File: config.mk
export PLATFORM = sky130hd
export DESIGN_NAME = issue_scheduler
export DESIGN_NICKNAME = d
export VERILOG_FILES = /design/src/rtl/issue_scheduler_pkg.sv /design/src/rtl/issue_scheduler_oldest_ready_sel.sv /design/src/rtl/issue_scheduler.sv
export SDC_FILE = /design/constraint.sdc
export NUM_CORES = 1
export LEC_CHECK = 0
export BUFFER_PORTS_ARGS = -buffer_cell sky130_fd_sc_hd__buf_2
export CORE_ASPECT_RATIO = 1.75
export CORE_MARGIN = 2
export CORE_UTILIZATION = 47
export CTS_CLUSTER_DIAMETER = 30
export CTS_CLUSTER_SIZE = 10
export DETAILED_ROUTE_END_ITERATION = 6
export PLACE_DENSITY = 0.65
export SYNTH_ARGS = -nofsm -noshare
export SYNTH_HDL_FRONTEND = slang
export SYNTH_SLANG_ARGS = --single-unit
File: constraint.sdc
create_clock -name clk -period 2.91 [get_ports clk]
set_clock_uncertainty 0.15 [all_clocks]
set_input_delay 0.1455 -clock clk [delete_from_list [all_inputs] [get_ports clk]]
set_output_delay 0.1455 -clock clk [all_outputs]
set_load 0.02 [all_outputs]
File: src/rtl/issue_scheduler_pkg.sv
// Shared types and defaults for the issue scheduler.
// The ROB depth comes from the `RobDepth macro; it defaults to 16 when the macro is not defined.
`ifndef RobDepth
`define RobDepth 16
`endif

package issue_scheduler_pkg;

  localparam int DEPTH_DEF     = 8;
  localparam int ROB_DEPTH_DEF = `RobDepth;
  localparam int ROB_W         = $clog2(ROB_DEPTH_DEF);

  typedef struct packed {
    logic             valid;
    logic [ROB_W-1:0] rob_id;
    logic             rs1_wait;
    logic [ROB_W-1:0] rs1_tag;
    logic             rs2_wait;
    logic [ROB_W-1:0] rs2_tag;
  } sched_entry_t;

  function automatic logic bc_match(input logic [ROB_W-1:0] tag, input logic bc_v,
                                    input logic [ROB_W-1:0] bc_id);
    return bc_v && (tag == bc_id);
  endfunction

endpackage

File: src/rtl/issue_scheduler_oldest_ready_sel.sv
// Age matrix for the scheduler: older_q[i][j]=1 means entry j is older than entry i.
// Produces the one-hot select of the oldest ready entry.
module issue_scheduler_oldest_ready_sel #(
  parameter int DEPTH = 8,
  parameter int ENT   = $clog2(DEPTH)
) (
  input  logic             clk,
  input  logic             clear,
  input  logic [DEPTH-1:0] valid_vec,
  input  logic [DEPTH-1:0] ready_vec,
  input  logic             alloc_en,
  input  logic [ENT-1:0]   alloc_idx,
  input  logic             free_en,
  output logic [DEPTH-1:0] sel_oh,
  output logic             any_ready
);

  logic [DEPTH-1:0] older_q [DEPTH];
  logic [DEPTH-1:0] older_d [DEPTH];

  always_comb begin
    sel_oh    = '0;
    any_ready = |ready_vec;
    for (int i = 0; i < DEPTH; i++) begin
      sel_oh[i] = ready_vec[i] && !(|(older_q[i] & ready_vec));
    end
  end

  // New row records every live entry as older; the freed column is then cleared everywhere.
  always_comb begin
    for (int i = 0; i < DEPTH; i++) begin
      older_d[i] = older_q[i];
      if (alloc_en && (alloc_idx == ENT'(i))) older_d[i] = valid_vec;
      if (free_en) older_d[i] = older_d[i] & ~sel_oh;
    end
  end

  always_ff @(posedge clk) begin
    for (int i = 0; i < DEPTH; i++) begin
      if (clear) older_q[i] <= '0;
      else       older_q[i] <= older_d[i];
    end
  end

endmodule

File: src/rtl/issue_scheduler.sv
// Reservation-station scheduler: holds dispatched ops, wakes operands on broadcasts, issues oldest ready.
// Optional feature macro: ISSUE_SCHED_COMMIT_WAKEUP_EN (commit broadcast also wakes operands).
module issue_scheduler
  import issue_scheduler_pkg::*;
#(
  parameter  int DEPTH     = DEPTH_DEF,
  parameter  int ROB_DEPTH = ROB_DEPTH_DEF,
  localparam int ROB       = $clog2(ROB_DEPTH),
  localparam int ENT       = $clog2(DEPTH)
) (
  input  logic           clk,
  input  logic           reset,
  input  logic           flush,
  input  logic           disp_e_,
  input  logic [ROB-1:0] disp_rob_id,
  input  logic           disp_rs1_wait,
  input  logic [ROB-1:0] disp_rs1_tag,
  input  logic           disp_rs2_wait,
  input  logic [ROB-1:0] disp_rs2_tag,
  output logic           disp_busy,
  input  logic           wb_e_,
  input  logic [ROB-1:0] wb_rob_id,
  input  logic           commit_e_,
  input  logic [ROB-1:0] commit_rob_id,
  output logic           issue_e_,
  output logic [ROB-1:0] issue_rob_id,
  input  logic           issue_stall
);

  sched_entry_t     ent_q [DEPTH];
  sched_entry_t     ent_d [DEPTH];
  logic [DEPTH-1:0] valid_vec, ready_vec, sel_oh;
  logic             any_ready, fire, alloc_en, has_free;
  logic             disp_busy_q, disp_busy_d;
  logic [ENT-1:0]   alloc_idx;
  logic             wb_v, cm_v;
  logic [ROB-1:0]   cm_id;

  assign wb_v = !wb_e_;

`ifdef ISSUE_SCHED_COMMIT_WAKEUP_EN
  assign cm_v  = !commit_e_;
  assign cm_id = commit_rob_id;
`else
  logic unused_commit;
  assign unused_commit = ^{commit_e_, commit_rob_id};
  assign cm_v  = 1'b0;
  assign cm_id = '0;
`endif

  always_comb begin
    valid_vec = '0;
    ready_vec = '0;
    for (int i = 0; i < DEPTH; i++) begin
      valid_vec[i] = ent_q[i].valid;
      ready_vec[i] = ent_q[i].valid && !ent_q[i].rs1_wait && !ent_q[i].rs2_wait;
    end
  end

  // Lowest-index free slot; scanning downward lets the lowest index win.
  always_comb begin
    has_free  = 1'b0;
    alloc_idx = '0;
    for (int i = DEPTH - 1; i >= 0; i--) begin
      if (!valid_vec[i]) begin
        has_free  = 1'b1;
        alloc_idx = ENT'(i);
      end
    end
  end

  assign alloc_en = !disp_e_ && !disp_busy_q && has_free;
  assign fire     = any_ready && !issue_stall;

  issue_scheduler_oldest_ready_sel #(.DEPTH(DEPTH), .ENT(ENT)) u_sel (
    .clk       (clk),
    .clear     (reset || flush),
    .valid_vec (valid_vec),
    .ready_vec (ready_vec),
    .alloc_en  (alloc_en),
    .alloc_idx (alloc_idx),
    .free_en   (fire),
    .sel_oh    (sel_oh),
    .any_ready (any_ready)
  );

  always_comb begin
    issue_rob_id = '0;
    for (int i = 0; i < DEPTH; i++) begin
      if (sel_oh[i]) issue_rob_id = issue_rob_id | ent_q[i].rob_id;
    end
  end

  assign issue_e_  = !any_ready;
  assign disp_busy = disp_busy_q;

  always_comb begin
    disp_busy_d = 1'b1;
    for (int i = 0; i < DEPTH; i++) begin
      ent_d[i] = ent_q[i];
      if (ent_q[i].rs1_wait && (bc_match(ent_q[i].rs1_tag, wb_v, wb_rob_id) ||
                                bc_match(ent_q[i].rs1_tag, cm_v, cm_id)))
        ent_d[i].rs1_wait = 1'b0;
      if (ent_q[i].rs2_wait && (bc_match(ent_q[i].rs2_tag, wb_v, wb_rob_id) ||
                                bc_match(ent_q[i].rs2_tag, cm_v, cm_id)))
        ent_d[i].rs2_wait = 1'b0;
      if (fire && sel_oh[i]) ent_d[i].valid = 1'b0;
      // A tag broadcast in the dispatch cycle is captured as already available.
      if (alloc_en && (alloc_idx == ENT'(i))) begin
        ent_d[i].valid    = 1'b1;
        ent_d[i].rob_id   = disp_rob_id;
        ent_d[i].rs1_tag  = disp_rs1_tag;
        ent_d[i].rs2_tag  = disp_rs2_tag;
        ent_d[i].rs1_wait = disp_rs1_wait && !bc_match(disp_rs1_tag, wb_v, wb_rob_id)
                                          && !bc_match(disp_rs1_tag, cm_v, cm_id);
        ent_d[i].rs2_wait = disp_rs2_wait && !bc_match(disp_rs2_tag, wb_v, wb_rob_id)
                                          && !bc_match(disp_rs2_tag, cm_v, cm_id);
      end
      disp_busy_d = disp_busy_d && ent_d[i].valid;
    end
  end

  always_ff @(posedge clk) begin
    if (reset || flush) begin
      for (int i = 0; i < DEPTH; i++) ent_q[i] <= '0;
      disp_busy_q <= 1'b0;
    end else begin
      for (int i = 0; i < DEPTH; i++) ent_q[i] <= ent_d[i];
      disp_busy_q <= disp_busy_d;
    end
  end

  always_ff @(posedge clk) begin
    if (!reset && !flush && !disp_e_)
      assert (!disp_busy_q) else $warning("issue_scheduler: dispatch ignored while disp_busy");
  end

endmodule

* Word level (Yosys, flattened, before mapping)
Memory sizes are Yosys's and may differ from the RTL's.
Cells that the tools add are included.
** Storage, ports and cells
- Logic and storage cells :: 287
- Bits of input ports :: 29
- Bits in read-only memories :: 0
- Bits in latches :: 0
- Memories :: 2
- Output and inout port bits :: 6
- Memory bits (writable) :: 184
- Register bits :: 1
** Memory list
- ent_q :: depth 8, width 15, rd ports 8, clocked after memory_dff 0, wr ports 8, line issue_scheduler.sv:30 : sched_entry_t ent_q [DEPTH];
- u_sel.older_q :: depth 8, width 8, rd ports 8, clocked after memory_dff 0, wr ports 8, line issue_scheduler_oldest_ready_sel.sv:18 : logic [DEPTH-1:0] older_q [DEPTH];
** Operators by class
- $lt $le $gt $ge :: 0
- Shifts and indexed selects :: 0
- Equality and inequality tests :: 25
- Reduce and logical (&&, ||, !) cells :: 128
- Bitwise operators :: 40
- Div/mod/pow operators :: 0
- Multiplexer cells :: 91
- Multiply operators :: 0
- Add/subtract/negate cells :: 0
** Operator list (count)
- $mux 15 :: 16
- $mux 8 :: 24
- $and 8x8->8 :: 16
- $logic_and 1x1->1 :: 86
- $eq 4x4->1 :: 18
- $reduce_or 8->1 :: 9
- $mux 1 :: 35
- $mux 4 :: 8
- $logic_not 1->1 :: 31
- $or 4x4->4 :: 7
- $mux 3 :: 8
- $or 1x1->1 :: 16
- $eq 3x3->1 const B :: 4
- $not 8->8 :: 1
- $eq 3x2->1 const B :: 2
- $eq 3x1->1 const B :: 1
- $logic_not 3->1 :: 1
- $logic_or 1x1->1 :: 1

* Longest topological paths before layout
An unclocked memory read counts as a cell.
- Depth in word-level cells :: 23
- Depth in mapped cells :: 8
- Gate-level depth less buffers :: 6

* Cells and area by module
A second synthesis with hierarchy kept.
** Second synthesis, totals
- Cells, all modules :: 983
- Area total of the unflattened synthesis :: 8818.5 um2
** Modules (own cells, without submodules)
- issue_scheduler :: cells each 683, area each 5814.3 um2, instances 1, sequential area each 2422.3 um2
- issue_scheduler_oldest_ready_sel :: cells each 300, area each 3004.1 um2, instances 1, sequential area each 1281.2 um2

* Worst setup path after synthesis
No wires, ideal clock.
- Path kind :: register to register
- Start point :: reg disp_busy_q (netlist: disp_busy)
- End point :: mem ent_q[0][97] (netlist name)
- Library setup time :: 0.128 ns
- Cell stages (with the launch flop) :: 8
- Required time :: 2.632 ns
- Arrival time :: 1.853 ns
- Buffers on the path :: 3
- Clock period less this slack :: 2.131 ns
- Setup slack :: 0.779 ns
- Cell sequence :: dfxtp_1 nand4bb_1 buf_2 or4_1 clkbuf_1 buf_2 mux2i_1 nor2_1
** RTL lines
- start: declaration :: line issue_scheduler.sv:34 : logic disp_busy_q, disp_busy_d;
- start signal: assignment :: line issue_scheduler.sv:129 : disp_busy_q <= disp_busy_d;
- end: declaration :: line issue_scheduler.sv:30

==> out/qor.yml <==
status: "complete, no violations"
critPathMaxStageDelay_ps: 470
synthToLayoutAreaGrowth_pct: 16.72
dieArea_um2: 18300
syn_avg_cell_area_um2: 8.392
grt_use_total_pct: 27.17
nets: 1018
cp_max_fo: 9
power_switching_mw: 1.267
firstDrtPassIters: 5
pwr-share-seq_pct: 47.8
synthCells: 963
synth.distinct_cells: 52
cp-end-kind: "output pin"
dp_hpwl_mm: 15.91
cts_tree: "yes"
antenna_found_initial: 0
cp.required_ps: 2610
grt_pass1_wl_mm: 36.98
initial_core_util_pct: 47.91
cts_sinks: 185
antenna_left: 0
first_iter_violations: 385
p_clk_share_pct: 46.8
avgRoutedWirePerCell_um: 19.39
viasPerCell: 5.561
max-cap-violations: 0
htreeDepth: 4
synth_edf_count: 0
hp-class: "in2reg"
path_class: "reg2out"
fp-row-count: 63
crit_family: "simple AND/OR/NAND/NOR gates"
drive_gt1_share_pct: 15.37
fin_setup_tns_ps: 0
cp_cell_sequence: "nor3b_1 > a2111oi_2 > buf_4 > and4_2 > a22oi_1 > nand4_1 > buf_2"
placement.cell_area_um2: 8529
critical_path_buf_inv_count: 2
clkTransAtPathRegs_ps: 70
leakage_nw: 3.112
io_buffer_count: 29
max_slew_margin_pct: 43.34
async_flop_share_pct: 0
dieWidth_um: 103.1
cellInternalPower_mw: 4.063
design_power_total_mw: 5.330
clkLatencyLatePin_ps: 440
antenna_cells: 0
die_height_um: 177.5
clock-root-buffer: "clkbuf_16"
synth_fp_nets: 992
setup_slack_ps: 41.90
finalCritPeriodShare_pct: 98.56
irDropWorstVdd_mv: 0.4789
powerDensity_nw_per_um2: 565.0
switching_share_pct: 23.78
finalSetupViolCount: 0
fmax_mhz: 348.7
yosys_most_used_dff: "dfxtp_1"
post-route-drc-count: 0
overflow: 0
clock_path_buffers: 2
gp_congestion: 0.9217
synth-seq-area-share_pct: 45.83
tightestPinTransition_ps: 849.8
num_vias: 6835
wirelength_mm: 23.83
ios: 35
core_area_um2: 16870
place_worst_setup_slack_ps: 48.25
slowest_stage: "dfxtp_1"
arrival_ps: 2570
grt_pass1_vias: 6637
syn_area_um2: 8082
crit_path_start_kind: "flop"
grt_max_degree: 83
comb_power_share_pct: 5.5
yosys_warnings: 0
cts_buffers: 17
min_period_ps: 2868
hold_viol_final: 0
ys_seq_elements: 185
design_area_um2: 9433
drv_slew: 0
fin_util_pct: 55.92
## through the flow
| step | std cells | hold WS [ps] |
|---|---|---|
| 2_1_floorplan | 963 | 216.3 |
| 4_1_cts | 1226 | 39.07 |
| 6_report | 1229 | 43.54 |
| 5_1_grt | 1229 | 53.46 |
| 3_5_place_dp | 1179 | 266.8 |
| 3_3_place_gp | 1179 | 266.7 |
## power by group through the flow
stage / Clock (mW) / Combinational, mW / Sequential (mW)
2_1_floorplan: 0 / 0.181 / 2.60
3_5_place_dp: 0 / 0.275 / 2.60
6_report: 2.49 / 0.291 / 2.55
5_1_grt: 2.61 / 0.313 / 2.55
3_3_place_gp: 0 / 0.274 / 2.60
4_1_cts: 2.52 / 0.290 / 2.54
## placed cells by master (no fill, tap or decap), drive strengths merged, types with 12 or more instances in the layout
master,instances
a21oi,125
a22oi,31
buf,74
clkbuf,19
dfxtp,185
dlygate4sd3,12
mux2i,18
nand2,245
nand3,19
nor2,54
nor4bb,18
o21a,18
o311ai,12
xnor2,54
xor2,18
## worst paths after layout
path | start | endpoint | slack (ps) | cells after the start
setup / recovery | ent_q[0][89] | issue_rob_id[0] | 40 | 7
hold / removal | reset | ent_q[0][59] | 40 | 4
setup reg to reg | ent_q[0][104] | u_sel.older_q[1][2] | 290 | 7
hold reg to reg | u_sel.older_q[6][6] | u_sel.older_q[6][6] | 280 | 2
## flip-flops by register name, summed over array words and instances, names as in the netlist
signal         flops
u_sel.older_q     64
ent_q            120
disp_busy          1
## logic make-up (layout without fill, tap and decap cells)
| group | count (synthesis) | count (layout) | synth area share, % |
|---|---|---|---|
| AND/OR/NAND/NOR | 396 | 396 | 23.67 |
| AO/OA/AOI/OAI | 211 | 211 | 16.27 |
| flip-flops | 185 | 185 | 45.83 |
| buffers and inverters | 81 | 120 | 4.196 |
| XOR/XNOR | 72 | 72 | 7.803 |
| multiplexers | 18 | 18 | 2.229 |
## repair_timing
item	in CTS	in global routing
hold endpoints to repair	90	0
pin swaps	4	2
gates resized for setup	23	12
hold buffers	12	0
endpoints found under the setup margin	4	4
buffers inserted	3	3
## area by class of cell
type	count	area [µm²]
fill	1595	7436
multi-input combinational	697	4173
sequential	185	3709
timing repair buffer	86	628.1
clock buffer	19	452.9
tap	227	284.0
clock inverter	13	178.9
inverter	2	7.507
## worst min-delay path, delay by kind of cell
kind / cells / cell delay, ps
AND/OR/NAND/NOR: 2 / 170
buffers and inverters: 2 / 260
## cells in the mapped netlist (3+ instances only)
cell type,number,area [µm²]
nand2_1,243,912.1
nor4bb_1,18,180.2
nor3b_2,3,37.54
o211ai_1,3,22.52
clkbuf_1,56,210.2
nor2b_1,3,18.77
a21boi_0,3,22.52
o21ai_0,3,15.01
and2_1,4,25.02
o21a_1,18,135.1
clkbuf_2,4,20.02
nand3_1,19,95.09
o311ai_0,12,105.1
buf_2,15,75.07
or4b_1,4,40.04
or3_1,3,18.77
a21oi_2,3,26.28
dfxtp_1,185,3704
xnor2_1,54,473.0
and3_1,10,62.56
nor2_1,54,202.7
nor3b_1,6,45.04
a21oi_1,122,610.6
xor2_1,18,157.7
a2111oi_0,8,70.07
a22oi_1,31,232.7
nand4_1,6,37.54
mux2i_1,18,180.2
or4b_2,3,30.03
## per-layer routing
layer	GRT usage [%]	up-vias	share of wire, %
met5	0	-	0
met2	47.48	176	53
met1	31.69	3268	39
li1	-	3340	-
met4	13.38	0	4.3
met3	3.978	51	3.6
No activity file was read; power rests on OpenSTA's default activity.
